--- config.mk ---
export PLATFORM = sky130hd
export DESIGN_NAME = id_hazard_ctrl_flat
export DESIGN_NICKNAME = d
export VERILOG_FILES = /design/src/rtl/id_hazard_ctrl_pkg.sv /design/src/rtl/id_hazard_ctrl_if.sv /design/src/rtl/id_md_busy_counter.sv /design/src/rtl/id_hazard_ctrl.sv /design/src/flat_wrapper.sv
export SDC_FILE = /design/constraint.sdc
export NUM_CORES = 1
export LEC_CHECK = 0
export BUFFER_PORTS_ARGS = -buffer_cell sky130_fd_sc_hd__buf_2
export CAP_MARGIN = 40
export CELL_PAD_IN_SITES_DETAIL_PLACEMENT = 0
export CELL_PAD_IN_SITES_GLOBAL_PLACEMENT = 1
export CORE_ASPECT_RATIO = 1.2
export CORE_MARGIN = 1.5
export CORE_UTILIZATION = 42
export DETAILED_ROUTE_END_ITERATION = 8
export GPL_ROUTABILITY_DRIVEN = 0
export PLACE_DENSITY_LB_ADDON = 0.1
export SKIP_LAST_GASP = 1
export SLEW_MARGIN = 10
export SYNTH_ARGS = -nofsm -noshare
export SYNTH_HDL_FRONTEND = slang
export SYNTH_SLANG_ARGS = --single-unit
--- constraint.sdc ---
create_clock -name clk -period 2.95 [get_ports clk]
set_clock_uncertainty 0.15 [all_clocks]
set_input_delay 0.4425 -clock clk [delete_from_list [all_inputs] [get_ports clk]]
set_output_delay 0.4425 -clock clk [all_outputs]
set_load 0.05 [all_outputs]
--- src/rtl/id_hazard_ctrl_pkg.sv ---
// Shared definitions for the ID-stage hazard controller: stage indices, timing field types
// and default multiply/divide unit latencies.
package id_hazard_ctrl_pkg;

  localparam int unsigned STG_GRF = 0;
  localparam int unsigned STG_E   = 1;
  localparam int unsigned STG_M   = 2;
  localparam int unsigned STG_W   = 3;

  localparam int unsigned T_W_DEF         = 2;
  localparam int unsigned MULT_CYCLES_DEF = 5;
  localparam int unsigned DIV_CYCLES_DEF  = 10;

  typedef logic [T_W_DEF-1:0] tuse_t;
  typedef logic [T_W_DEF-1:0] tnew_t;

endpackage

--- src/rtl/id_hazard_ctrl_if.sv ---
// Decoder-summary / hazard-result bundle between the ID stage and the hazard controller.
interface id_hazard_ctrl_if
  import id_hazard_ctrl_pkg::*;
#(
  parameter int unsigned ADDR_W = 5,
  parameter int unsigned T_W    = T_W_DEF,
  parameter int unsigned SEL_W  = 2
);
  logic              id_valid;
  logic [ADDR_W-1:0] id_rs;
  logic [ADDR_W-1:0] id_rt;
  logic              id_rs_use;
  logic              id_rt_use;
  logic [T_W-1:0]    id_tuse_rs;
  logic [T_W-1:0]    id_tuse_rt;
  logic [ADDR_W-1:0] id_dst;
  logic [T_W-1:0]    id_tnew;
  logic              id_md_use;
  logic              md_start;
  logic              md_is_div;
  logic              stall;
  logic [SEL_W-1:0]  fwd_rs_sel;
  logic [SEL_W-1:0]  fwd_rt_sel;
  logic              md_busy;

  modport master (
    output id_valid, id_rs, id_rt, id_rs_use, id_rt_use, id_tuse_rs, id_tuse_rt,
    output id_dst, id_tnew, id_md_use, md_start, md_is_div,
    input  stall, fwd_rs_sel, fwd_rt_sel, md_busy
  );

  modport slave (
    input  id_valid, id_rs, id_rt, id_rs_use, id_rt_use, id_tuse_rs, id_tuse_rt,
    input  id_dst, id_tnew, id_md_use, md_start, md_is_div,
    output stall, fwd_rs_sel, fwd_rt_sel, md_busy
  );

endinterface

--- src/rtl/id_md_busy_counter.sv ---
// Multiply/divide unit busy counter: loads the operation latency on start (restarting if
// already busy) and counts down to zero.
module id_md_busy_counter
  import id_hazard_ctrl_pkg::*;
#(
  parameter int unsigned MULT_CYCLES = MULT_CYCLES_DEF,
  parameter int unsigned DIV_CYCLES  = DIV_CYCLES_DEF
) (
  input  logic clk,
  input  logic rst_n,
  input  logic i_start,
  input  logic i_is_div,
  output logic o_busy
);

  localparam int unsigned MaxCycles = (DIV_CYCLES > MULT_CYCLES) ? DIV_CYCLES : MULT_CYCLES;
  localparam int unsigned CntW      = $clog2(MaxCycles + 1);

  logic [CntW-1:0] r_cnt;
  logic [CntW-1:0] w_cnt_nxt;

  always_comb begin
    w_cnt_nxt = r_cnt;
    if (i_start) begin
      w_cnt_nxt = i_is_div ? CntW'(DIV_CYCLES) : CntW'(MULT_CYCLES);
    end else if (r_cnt != '0) begin
      w_cnt_nxt = r_cnt - CntW'(1);
    end
  end

  always_ff @(posedge clk or negedge rst_n) begin
    if (!rst_n) begin
      r_cnt <= '0;
    end else begin
      r_cnt <= w_cnt_nxt;
    end
  end

  assign o_busy = (r_cnt != '0);

endmodule

--- src/rtl/id_hazard_ctrl.sv ---
// ID-stage hazard controller: scoreboard of in-flight register writes per post-ID stage,
// producing the ID stall request and the rs/rt forwarding selects.
module id_hazard_ctrl
  import id_hazard_ctrl_pkg::*;
#(
  parameter int unsigned STAGES      = 3,
  parameter int unsigned ADDR_W      = 5,
  parameter int unsigned T_W         = T_W_DEF,
  parameter int unsigned MULT_CYCLES = MULT_CYCLES_DEF,
  parameter int unsigned DIV_CYCLES  = DIV_CYCLES_DEF,
  parameter int unsigned SEL_W       = $clog2(STAGES + 1)
) (
  input logic            clk,
  input logic            rst_n,
  id_hazard_ctrl_if.slave hz
);

  logic              w_valid [STAGES:1];
  logic [ADDR_W-1:0] w_dst   [STAGES:1];
  logic [T_W-1:0]    w_tnew  [STAGES:1];
  logic [STAGES:1]   w_hit_rs;
  logic [STAGES:1]   w_hit_rt;

  logic             w_stall;
  logic             w_stall_rs;
  logic             w_stall_rt;
  logic [SEL_W-1:0] w_fwd_rs;
  logic [SEL_W-1:0] w_fwd_rt;
  logic             w_md_busy;

  for (genvar k = STG_E; k <= STAGES; k++) begin : g_stage
    logic              r_valid;
    logic [ADDR_W-1:0] r_dst;
    logic [T_W-1:0]    r_tnew;
    logic              w_nxt_valid;
    logic [ADDR_W-1:0] w_nxt_dst;
    logic [T_W-1:0]    w_nxt_tnew;

    if (k == STG_E) begin : g_head
      // A stalled ID instruction stays put, so E receives a bubble.
      assign w_nxt_valid = hz.id_valid & ~w_stall;
      assign w_nxt_dst   = hz.id_dst;
      assign w_nxt_tnew  = hz.id_tnew;
    end else begin : g_tail
      assign w_nxt_valid = w_valid[k-1];
      assign w_nxt_dst   = w_dst[k-1];
      assign w_nxt_tnew  = (w_tnew[k-1] == '0) ? '0 : w_tnew[k-1] - T_W'(1);
    end

    always_ff @(posedge clk or negedge rst_n) begin
      if (!rst_n) begin
        r_valid <= 1'b0;
        r_dst   <= '0;
        r_tnew  <= '0;
      end else begin
        r_valid <= w_nxt_valid;
        r_dst   <= w_nxt_dst;
        r_tnew  <= w_nxt_tnew;
      end
    end

    assign w_valid[k]  = r_valid;
    assign w_dst[k]    = r_dst;
    assign w_tnew[k]   = r_tnew;
    // A nonzero source address excludes dst==0 entries from matching.
    assign w_hit_rs[k] = r_valid & hz.id_rs_use & (hz.id_rs != '0) & (r_dst == hz.id_rs);
    assign w_hit_rt[k] = r_valid & hz.id_rt_use & (hz.id_rt != '0) & (r_dst == hz.id_rt);
  end

  // Walk from the deepest stage up so the nearest matching producer is the one kept.
  always_comb begin
    w_stall_rs = 1'b0;
    w_stall_rt = 1'b0;
    w_fwd_rs   = '0;
    w_fwd_rt   = '0;
    for (int k = STAGES; k >= 1; k--) begin
      if (w_hit_rs[k]) begin
        w_stall_rs = (w_tnew[k] > hz.id_tuse_rs);
        w_fwd_rs   = (w_tnew[k] == '0) ? SEL_W'(k) : '0;
      end
      if (w_hit_rt[k]) begin
        w_stall_rt = (w_tnew[k] > hz.id_tuse_rt);
        w_fwd_rt   = (w_tnew[k] == '0) ? SEL_W'(k) : '0;
      end
    end
  end

  id_md_busy_counter #(
    .MULT_CYCLES(MULT_CYCLES),
    .DIV_CYCLES (DIV_CYCLES)
  ) u_md_busy_counter (
    .clk     (clk),
    .rst_n   (rst_n),
    .i_start (hz.md_start),
    .i_is_div(hz.md_is_div),
    .o_busy  (w_md_busy)
  );

  // rst_n gating keeps a same-cycle md_start from raising stall while in reset.
  assign w_stall = rst_n & hz.id_valid &
                   (w_stall_rs | w_stall_rt | (hz.id_md_use & (w_md_busy | hz.md_start)));

  assign hz.stall      = w_stall;
  assign hz.fwd_rs_sel = w_fwd_rs;
  assign hz.fwd_rt_sel = w_fwd_rt;
  assign hz.md_busy    = w_md_busy;

endmodule

--- src/flat_wrapper.sv ---
// flat-port wrapper written by rule: the top's interface ports become plain ports
module id_hazard_ctrl_flat import id_hazard_ctrl_pkg::*;
#(
  parameter int unsigned STAGES      = 3,
  parameter int unsigned ADDR_W      = 5,
  parameter int unsigned T_W         = T_W_DEF,
  parameter int unsigned MULT_CYCLES = MULT_CYCLES_DEF,
  parameter int unsigned DIV_CYCLES  = DIV_CYCLES_DEF,
  parameter int unsigned SEL_W       = $clog2(STAGES + 1)
)
  (clk, rst_n, hz_id_valid, hz_id_rs, hz_id_rt, hz_id_rs_use, hz_id_rt_use, hz_id_tuse_rs, hz_id_tuse_rt, hz_id_dst, hz_id_tnew, hz_id_md_use, hz_md_start, hz_md_is_div, hz_stall, hz_fwd_rs_sel, hz_fwd_rt_sel, hz_md_busy);
  id_hazard_ctrl_if #(.ADDR_W(ADDR_W), .T_W(T_W), .SEL_W(SEL_W)) hz_i ();
  input logic clk;
  input logic rst_n;
  input wire logic [$bits(hz_i.id_valid)-1:0] hz_id_valid;
  input wire logic [$bits(hz_i.id_rs)-1:0] hz_id_rs;
  input wire logic [$bits(hz_i.id_rt)-1:0] hz_id_rt;
  input wire logic [$bits(hz_i.id_rs_use)-1:0] hz_id_rs_use;
  input wire logic [$bits(hz_i.id_rt_use)-1:0] hz_id_rt_use;
  input wire logic [$bits(hz_i.id_tuse_rs)-1:0] hz_id_tuse_rs;
  input wire logic [$bits(hz_i.id_tuse_rt)-1:0] hz_id_tuse_rt;
  input wire logic [$bits(hz_i.id_dst)-1:0] hz_id_dst;
  input wire logic [$bits(hz_i.id_tnew)-1:0] hz_id_tnew;
  input wire logic [$bits(hz_i.id_md_use)-1:0] hz_id_md_use;
  input wire logic [$bits(hz_i.md_start)-1:0] hz_md_start;
  input wire logic [$bits(hz_i.md_is_div)-1:0] hz_md_is_div;
  output wire logic [$bits(hz_i.stall)-1:0] hz_stall;
  output wire logic [$bits(hz_i.fwd_rs_sel)-1:0] hz_fwd_rs_sel;
  output wire logic [$bits(hz_i.fwd_rt_sel)-1:0] hz_fwd_rt_sel;
  output wire logic [$bits(hz_i.md_busy)-1:0] hz_md_busy;
  assign hz_i.id_valid = hz_id_valid;
  assign hz_i.id_rs = hz_id_rs;
  assign hz_i.id_rt = hz_id_rt;
  assign hz_i.id_rs_use = hz_id_rs_use;
  assign hz_i.id_rt_use = hz_id_rt_use;
  assign hz_i.id_tuse_rs = hz_id_tuse_rs;
  assign hz_i.id_tuse_rt = hz_id_tuse_rt;
  assign hz_i.id_dst = hz_id_dst;
  assign hz_i.id_tnew = hz_id_tnew;
  assign hz_i.id_md_use = hz_id_md_use;
  assign hz_i.md_start = hz_md_start;
  assign hz_i.md_is_div = hz_md_is_div;
  assign hz_stall = hz_i.stall;
  assign hz_fwd_rs_sel = hz_i.fwd_rs_sel;
  assign hz_fwd_rt_sel = hz_i.fwd_rt_sel;
  assign hz_md_busy = hz_i.md_busy;
  id_hazard_ctrl #(.STAGES(STAGES), .ADDR_W(ADDR_W), .T_W(T_W), .MULT_CYCLES(MULT_CYCLES), .DIV_CYCLES(DIV_CYCLES), .SEL_W(SEL_W)) u_core (.clk(clk), .rst_n(rst_n), .hz(hz_i));
endmodule
==> flow_summary_export.csv, run 1 <==
group,metric,value,unit
worst_setup_path,reg2regPathDepth,6,
grt,grt_first_pass_wirelength,5770,µm
floorplanning,pin_count,35,
pwr,power.density,421,nW/µm²
synth,yosysWarnings,0,
worst_setup_path,cp-endpoint,"hz_fwd_rt_sel[1]",
final_layout,final_cell_mix,"buf_2, dfrtp_1, xnor2_1",
grt,grt_max_degree,19,
floorplanning,rows,25,
floorplanning,die_w,60.8,µm
pwr,vdd_drop_max,0.220,mV
worst_setup_path,critPathRequiredTime,2.36,ns
worst_setup_path,end_kind,"primary output",
synth,synth_xor_area_frac,0.161,
final_layout,instances_no_fill,258,
final_layout,antennaDiodeCount,0,
timing,worst_slew_pin_slew,0.545,ns
synth,synth_compound_area_frac,0.104,
clock_tree,clock_latency,0.27,ns
synth,synth_mux_area_frac,0.0216,
clock_tree,cts_htree_levels,1,
pwr,p_leak,0.000941,µW
worst_setup_path,r2r_slack,0.95,ns
timing,timing.final.max_slew_violations,0,
floorplanning,die_y,72.3,µm
worst_setup_path,cp.arrival,2.26,ns
min_path,worstHoldPathType,"primary input to flip-flop",
worst_setup_path,path_max_fanout,4,
status,status,"completed",
final_layout,area_delta_synth_final,20.7,%
synth,synthAdderAreaFrac,0.104,
synth,synth_area_leaders,"dfrtp_1, xnor2_1, ha_1",
clock_tree,clk_path_buf_depth,2,
synth,synth_top_family_by_area,"simple AND/OR/NAND/NOR gates",
clock_tree,cts_tree,"done",
synth,synth-edff-count,0,
place,port_buffers,34,
timing,finalSetupViolations,0,
floorplanning,start_util,0.434,
clock_tree,cts-buffers-inserted,3,
final_layout,final_common_cell,"buf_2",
worst_setup_path,worstSetupPathType,"primary input to primary output",
floorplanning,coreArea,3880,µm²
grt,grt_antenna_before_repair,0,
synth,syn_nets,206,
worst_setup_path,reg2reg_to,"u_core.g_stage[1].r_valid",
timing,slew-limit-headroom,0.634,
routing,drtIter0Drc,32,
timing,min_period,2.85,ns
timing,fin_hold_ws,0.120,ns
synth,yosysTopAreaCellShare,0.416,
pwr,total_power,855,µW
grt,grtUsageTotal,0.177,
routing,dr.pass1.iters,4,
clock_tree,cts-root-buf,"clkbuf_8",
timing,fmax,350,MHz
synth,ys_types,35,
synth,syn_area_per_cell,10.3,µm²
synth,postSynthRegisterBits,28,
final_layout,final_core_util,0.524,
clock_tree,cts_num_sinks,28,
routing,wirelength,3580,µm
timing,final_hold_viol_count,0,
job,max-cap-violations,0,
clock_tree,path_clk_slew,0.09,ns
timing,fin_crit_sh,0.967,
worst_setup_path,cp-startpoint,"hz_id_rt[0]",
worst_setup_path,rr_startpoint,"u_core.g_stage[2].r_dst[1]",
place,hpwl,3000,µm
worst_setup_path,start_kind,"primary input",
routing,ant_nets,0,
synth,synth-async-reset-ratio,1.00,
grt,first_global_vias,1313,
synth,synth_area_leader_cell,"dfrtp_1",
routing,vias_per_cell,4.90,
grt,grt.overflow.total,0,
routing,wire_per_inst,13.9,µm
place,place_inst,251,
synth,synth-simple-area-share,0.166,
synth,syn_area,1680,µm²
routing,via_count,1265,
synth,synth_flop_cell,"dfrtp_1",
final_layout,drive_above_1_share,0.265,
routing,drc,0,
floorplanning,fp.dieArea,4400,µm²
final_layout,finalNetCount,248,
synth,yosysSeqAreaShare,0.416,
synth,syn_inst,163,
## worst max-delay path, stage by stage
cell      delay (ns)
buf_2           0.14
or4_1           0.58
o21ai_2         0.22
nor3_1          0.13
and4bb_2        0.32
a21oi_1         0.05
nor2_1          0.11
buf_2           0.27
## power breakdown
group	switching (µW)	internal, µW
logic	96.7	88.7
registers	26.1	409
clock network	115	119
## per-stage QoR
stage                     setup WS, ns  instance area (µm²)  setup TNS [ns]
final                           0.0969                 2030               0
after global routing           -0.0127                 2030         -0.0127
after CTS                      0.00328                 2000               0
after detailed placement        0.0477                 1920               0
after global placement          0.0778                 1920               0
after floorplan                 0.0178                 1680               0
## synthesized netlist by cell type, types with 2 or more instances
cell type   n
a21o_1      2
a21oi_1     7
and2_1      3
dfrtp_1    28
ha_1       14
inv_1      11
nand2_1     8
nand2b_1    2
nand4_1     4
nor2_1      9
nor2b_1     7
nor3_1      3
nor4_1      4
o21a_1      2
o21ai_0     7
o21ai_2     3
o31ai_1     2
xnor2_1    21
xor2_1     10
## registers in the layout (all words and copies together) (netlist names)
signal,count
u_core.g_stage.r_tnew,6
u_core.u_md_busy_counter.r_cnt,4
u_core.g_stage.r_dst,15
u_core.g_stage.r_valid,3
## per-layer routing
metal / up-vias / GRT usage / routed length, µm / part of all wire
met3: 4 / 0.0285 / 106 / 0.030
met4: 0 / 0.0507 / 35 / 0.0098
met2: 24 / 0.318 / 1920 / 0.54
met5: - / 0 / 0 / 0
li1: 647 / - / - / -
met1: 590 / 0.213 / 1520 / 0.42
## cell type report
class	instances	area, µm²
Timing Repair Buffer	38	205
Inverter	11	41.3
Fill cell	401	1850
Tap cell	54	67.6
Sequential cell	28	701
Multi-Input combinational cell	123	962
Clock buffer	4	55.1
## kinds of logic after synthesis
group / Yosys count
AND/OR/NAND/NOR: 48
XOR/XNOR: 31
flip-flops: 28
AO/OA/AOI/OAI: 27
adder cells (fa/ha/maj): 14
buffers and inverters: 12
multiplexers: 3
## worst min-delay path by stage
stage | from | to | depth (start not counted)
global placement | rst_n | u_core.u_md_busy_counter.r_cnt[2] | 1
global route | hz_id_dst[3] | u_core.g_stage[1].r_dst[3] | 1
detailed placement | rst_n | u_core.u_md_busy_counter.r_cnt[2] | 1
CTS | hz_id_dst[3] | u_core.g_stage[1].r_dst[3] | 1
floorplan | rst_n | u_core.g_stage[1].r_dst[0] | 0
finish | hz_id_dst[1] | u_core.g_stage[1].r_dst[1] | 1
## repair_timing
item,CTS,global route
endpoints found under the hold margin,16,0
resized for setup,3,5
buffers inserted,0,2
hold buffers,1,0
setup endpoints to repair,1,1
Power figures use the tool's default switching activity.
==> inputs of run 2 (changes only) <==
RECOVER_POWER = 50   (was default)
==> run 2 against run 1 <==
Sequential power is essentially flat; global-route usage unchanged; flip-flop and latch count unchanged; die area is the same; count of clock-buffer cells in the layout unchanged; non-clock buffer count unchanged; sequential share of layout area did not move; largest power group unchanged.
==> flow_summary_export.csv, run 2 (synthesis gave the netlist of run 1 again) <==
group,metric,value,unit
routing,vias_per_cell,4.90,
final_layout,largest_register,"u_core.g_stage.r_dst",
final_layout,final_core_util,0.524,
final_layout,final_common_cell,"buf_2",
grt,grt.overflow.total,0,
clock_tree,cts-root-buf,"clkbuf_8",
final_layout,largest_register_ffs,15,
routing,wirelength,3590,µm
timing,timing.final.max_slew_violations,0,
grt,first_global_vias,1313,
floorplanning,die_y,72.3,µm
final_layout,antennaDiodeCount,0,
worst_setup_path,critPathRequiredTime,2.36,ns
clock_tree,cts_tree,"done",
clock_tree,cts_htree_levels,1,
grt,grt_antenna_before_repair,0,
min_path,hold-path-cell-count,1,
floorplanning,pin_count,35,
routing,drtIter0Drc,32,
timing,fin_crit_sh,0.969,
final_layout,drive_above_1_share,0.265,
floorplanning,fp.dieArea,4400,µm²
pwr,total_power,855,µW
worst_setup_path,worstSetupPathType,"primary input to primary output",
timing,slew-limit-headroom,0.634,
timing,worst_slew_pin_slew,0.545,ns
floorplanning,die_w,60.8,µm
routing,wire_per_inst,13.9,µm
clock_tree,cts_num_sinks,28,
grt,grt_max_degree,19,
routing,via_count,1265,
pwr,power.density,421,nW/µm²
timing,finalSetupViolations,0,
clock_tree,clock_latency,0.27,ns
timing,final_hold_viol_count,0,
clock_tree,path_clk_slew,0.09,ns
floorplanning,start_util,0.434,
status,status,"completed",
final_layout,finalNetCount,248,
worst_setup_path,cp.arrival,2.26,ns
floorplanning,coreArea,3880,µm²
timing,fin_hold_ws,0.120,ns
place,port_buffers,34,
place,hpwl,3000,µm
pwr,vdd_drop_max,0.220,mV
final_layout,area_delta_synth_final,20.7,%
final_layout,top_regs,"u_core.g_stage.r_dst: 15 flops, u_core.g_stage.r_tnew: 6 flops, u_core.u_md_busy_counter.r_cnt: 4 flops",
grt,grtUsageTotal,0.177,
routing,drc,0,
routing,ant_nets,0,
worst_setup_path,path_max_fanout,4,
clock_tree,cts-buffers-inserted,3,
final_layout,instances_no_fill,258,
timing,min_period,2.86,ns
min_path,worstHoldPathType,"primary input to flip-flop",
pwr,p_leak,0.000940,µW
routing,dr.pass1.iters,4,
job,max-cap-violations,0,
timing,fmax,350,MHz
worst_setup_path,start_kind,"primary input",
floorplanning,rows,25,
grt,grt_first_pass_wirelength,5770,µm
clock_tree,clk_path_buf_depth,2,
place,place_inst,251,
final_layout,final_cell_mix,"buf_2, dfrtp_1, xnor2_1",
worst_setup_path,end_kind,"primary output",
worst_setup_path,reg2regPathDepth,6,
## run 2: cell counts in the layout (fill, tap and decap cells not counted)
Identical to the previous run, type by type.
## run 2: report_power, final
part           internal [µW]  switching, µW  leakage [µW]
clock network            119            115     0.0000288
logic                   88.6           96.8      0.000577
registers                409           26.1      0.000334
total                    617            238      0.000940
## run 2: final timing paths
path	endpoint	slack, ns	startpoint
setup reg to reg	u_core.g_stage[1].r_valid	0.95	u_core.g_stage[2].r_dst[1]
min in group asynchronous	u_core.g_stage[3].r_dst[3]	0.48	rst_n
max in group asynchronous	u_core.g_stage[3].r_valid	1.65	rst_n
hold reg to reg	u_core.g_stage[2].r_valid	0.28	u_core.g_stage[1].r_valid
hold / removal	u_core.g_stage[1].r_dst[1]	0.12	hz_id_dst[1]
setup / recovery	hz_fwd_rt_sel[1]	0.09	hz_id_rt[0]
## run 2: final cells by class
class                   instances  area, µm²
fillers                       401       1850
multi-input cells             123        962
flip-flops and latches         28        701
repair buffers                 38        205
well taps                      54       67.6
clock buffers                   4       55.1
inverters                      11       41.3
## run 2: layer usage
layer / share of wire / global-route usage / vias up
met5: 0 / 0 / -
met4: 0.0098 / 0.0507 / 0
met3: 0.031 / 0.0285 / 4
met2: 0.54 / 0.318 / 26
met1: 0.42 / 0.213 / 588
li1: - / - / 647
## run 2: critical path: stages
cell,delay [ns]
buf_2,0.14
or4_1,0.58
o21ai_2,0.22
nor3_1,0.13
and4bb_2,0.33
a21oi_1,0.05
nor2_1,0.12
buf_2,0.27
## run 2: timing repair
item | CTS | global route
buffers inserted | 0 | 2
resized for setup | 3 | 5
hold buffers | 1 | 0
hold endpoints to repair | 16 | 0
setup endpoints to repair | 1 | 1
## run 2: metrics by stage
stage          worst slack (ns)  area (µm²)  TNS (ns)
2_1_floorplan            0.0178        1680         0
3_3_place_gp             0.0778        1920         0
3_5_place_dp             0.0477        1920         0
4_1_cts                 0.00328        2000         0
5_1_grt                 -0.0127        2030   -0.0127
6_report                 0.0925        2030         0
==> inputs of run 3 (changes only) <==
clock period = 2.7 ns   (was 2.95 ns; I/O delays follow)
==> run 3 against run 2 <==
The run now ends with negative setup slack left; via count rose by 8.9%; global-route usage rose by 2.0 points; die area did not move; first-iteration DRC count rose by 16%; highest routed layer unchanged; largest power group unchanged.
==> flow_summary_export.csv, run 3 (synthesis gave the netlist of run 1 again) <==
group,metric,value,unit
worst_setup_path,end_kind,"primary output",
worst_setup_path,start_kind,"flip-flop",
status,violations,"negative setup slack",
status,status,"finished, violations left",
pwr,p_switching,281,µW
timing,final_hold_viol_count,0,
routing,dr.pass1.iters,4,
routing,ant_nets,0,
clock_tree,clk_path_buf_depth,2,
grt,grt.overflow.total,0,
pwr,power.density,469,nW/µm²
worst_setup_path,worstSetupPathType,"flip-flop to primary output",
worst_setup_path,path_max_fanout,3,
grt,grtUsageTotal,0.197,
final_layout,finalNetCount,269,
timing,worst_slew_pin_slew,0.726,ns
timing,rsz0062_at_grt,"yes",
final_layout,antennaDiodeCount,0,
timing,min_period,2.75,ns
job,max-cap-violations,0,
pwr,internal_power,777,µW
routing,drc,0,
routing,vias_per_cell,4.94,
worst_setup_path,critPathRequiredTime,2.14,ns
final_layout,drive_above_1_share,0.360,
grt,grt_antenna_before_repair,0,
pwr,vdd_drop_max,0.289,mV
pwr,total_power,1060,µW
pwr,pwr-share-seq,0.448,
floorplanning,fp.dieArea,4400,µm²
final_layout,final_cell_mix,"buf_2, dfrtp_1, buf_4",
timing,finalSetupViolations,1,
routing,drtIter0Drc,37,
grt,grt_first_pass_wirelength,6420,µm
floorplanning,rows,25,
place,port_buffers,34,
pwr,p_leak,0.00104,µW
floorplanning,die_w,60.8,µm
place,postPlaceCellArea,2050,µm²
clock_tree,path_clk_slew,0.10,ns
final_layout,final_area,2260,µm²
routing,wire_per_inst,13.9,µm
final_layout,final_common_cell,"buf_2",
clock_tree,clock_latency,0.28,ns
timing,fmax,364,MHz
clock_tree,cts_num_sinks,28,
final_layout,area_delta_synth_final,34.1,%
clock_tree,cts-buffers-inserted,3,
clock_tree,cts_tree,"done",
routing,wirelength,3890,µm
grt,grt_max_degree,20,
grt,first_global_vias,1470,
timing,slew-limit-headroom,0.516,
place,hpwl,3170,µm
timing,timing.final.max_slew_violations,0,
pwr,swShare,0.266,
pwr,combPwrFrac,0.239,
final_layout,top_regs,"u_core.g_stage.r_dst: 15 flops, u_core.g_stage.r_tnew: 6 flops, u_core.u_md_busy_counter.r_cnt: 4 flops",
floorplanning,die_y,72.3,µm
clock_tree,cts_htree_levels,1,
pwr,clockPowerShare,0.312,
floorplanning,start_util,0.434,
floorplanning,pin_count,35,
timing,postLayoutSetupSlackWorst,-0.0477,ns
final_layout,largest_register_ffs,15,
clock_tree,cts-root-buf,"clkbuf_8",
min_path,worstHoldPathType,"primary input to flip-flop",
final_layout,largest_register,"u_core.g_stage.r_dst",
timing,fin_crit_sh,1.02,
floorplanning,coreArea,3880,µm²
routing,via_count,1377,
final_layout,fill_cells,388,
worst_setup_path,cp.arrival,2.19,ns
[run 3: timing repair]
action,in CTS,in global routing
endpoints found under the setup margin,3,4
gates resized for setup,12,8
endpoints found under the hold margin,11,0
hold buffers,1,0
buffers inserted,4,2
pin swaps,2,1
[run 3: layout make-up]
cell class              count  area, µm²  area share
multi-input cells         123       1000       0.443
flip-flops and latches     28        701       0.310
repair buffers             59        377       0.167
well taps                  54       67.6      0.0299
clock buffers               3       41.3      0.0183
inverters                  11       41.3      0.0183
clock inverters             1       30.0      0.0133
[run 3: path summary, 6_finish.rpt]
kind | cells past startpoint | from | to | slack [ns]
hold / removal | 1 | hz_id_dst[1] | u_core.g_stage[1].r_dst[1] | 0.08
hold reg to reg | 0 | u_core.g_stage[1].r_valid | u_core.g_stage[2].r_valid | 0.28
setup reg to reg | 7 | u_core.g_stage[3].r_tnew[1] | u_core.g_stage[1].r_valid | 0.78
min in group asynchronous | 2 | rst_n | u_core.g_stage[2].r_dst[4] | 0.54
setup / recovery | 9 | u_core.u_md_busy_counter.r_cnt[1] | hz_stall | -0.05
max in group asynchronous | 3 | rst_n | u_core.u_md_busy_counter.r_cnt[3] | 1.13
[run 3: worst max-delay path, cell delays in order, from the launching register on]
cell and delay (ns):
dfrtp_1 0.40, inv_2 0.08, ha_4 0.14, or3b_4 0.38
o21ai_2 0.14, o31ai_1 0.09, a31oi_1 0.20, o21ai_2 0.10
o211a_4 0.24, buf_8 0.15
[run 3: per-layer routing]
metal	track usage	part of all wire	vias up
li1	-	-	689
met2	0.343	0.53	24
met4	0.0676	0.017	0
met3	0.0160	0.020	7
met1	0.253	0.43	657
met5	0	0	-
[run 3: power groups by stage]
| stage | Clock [µW] | Sequential [µW] | Combinational, µW |
|---|---|---|---|
| detailed placement | 0 | 482 | 216 |
| floorplan | 0 | 476 | 125 |
| CTS | 341 | 474 | 243 |
| global route | 357 | 479 | 281 |
| global placement | 0 | 480 | 207 |
| finish | 331 | 474 | 253 |
[run 3: through the flow]
stage	utilization	hold slack [ns]	instances	TNS (ns)	setup WS, ns
floorplan	-	-0.0406	163	0	0.0436
global placement	0.530	0.153	268	-0.174	-0.114
detailed placement	0.530	0.160	268	-0.145	-0.123
CTS	0.568	0.0689	277	-0.0853	-0.0853
global route	0.582	0.0606	279	-0.135	-0.135
finish	0.582	0.0758	279	-0.0477	-0.0477
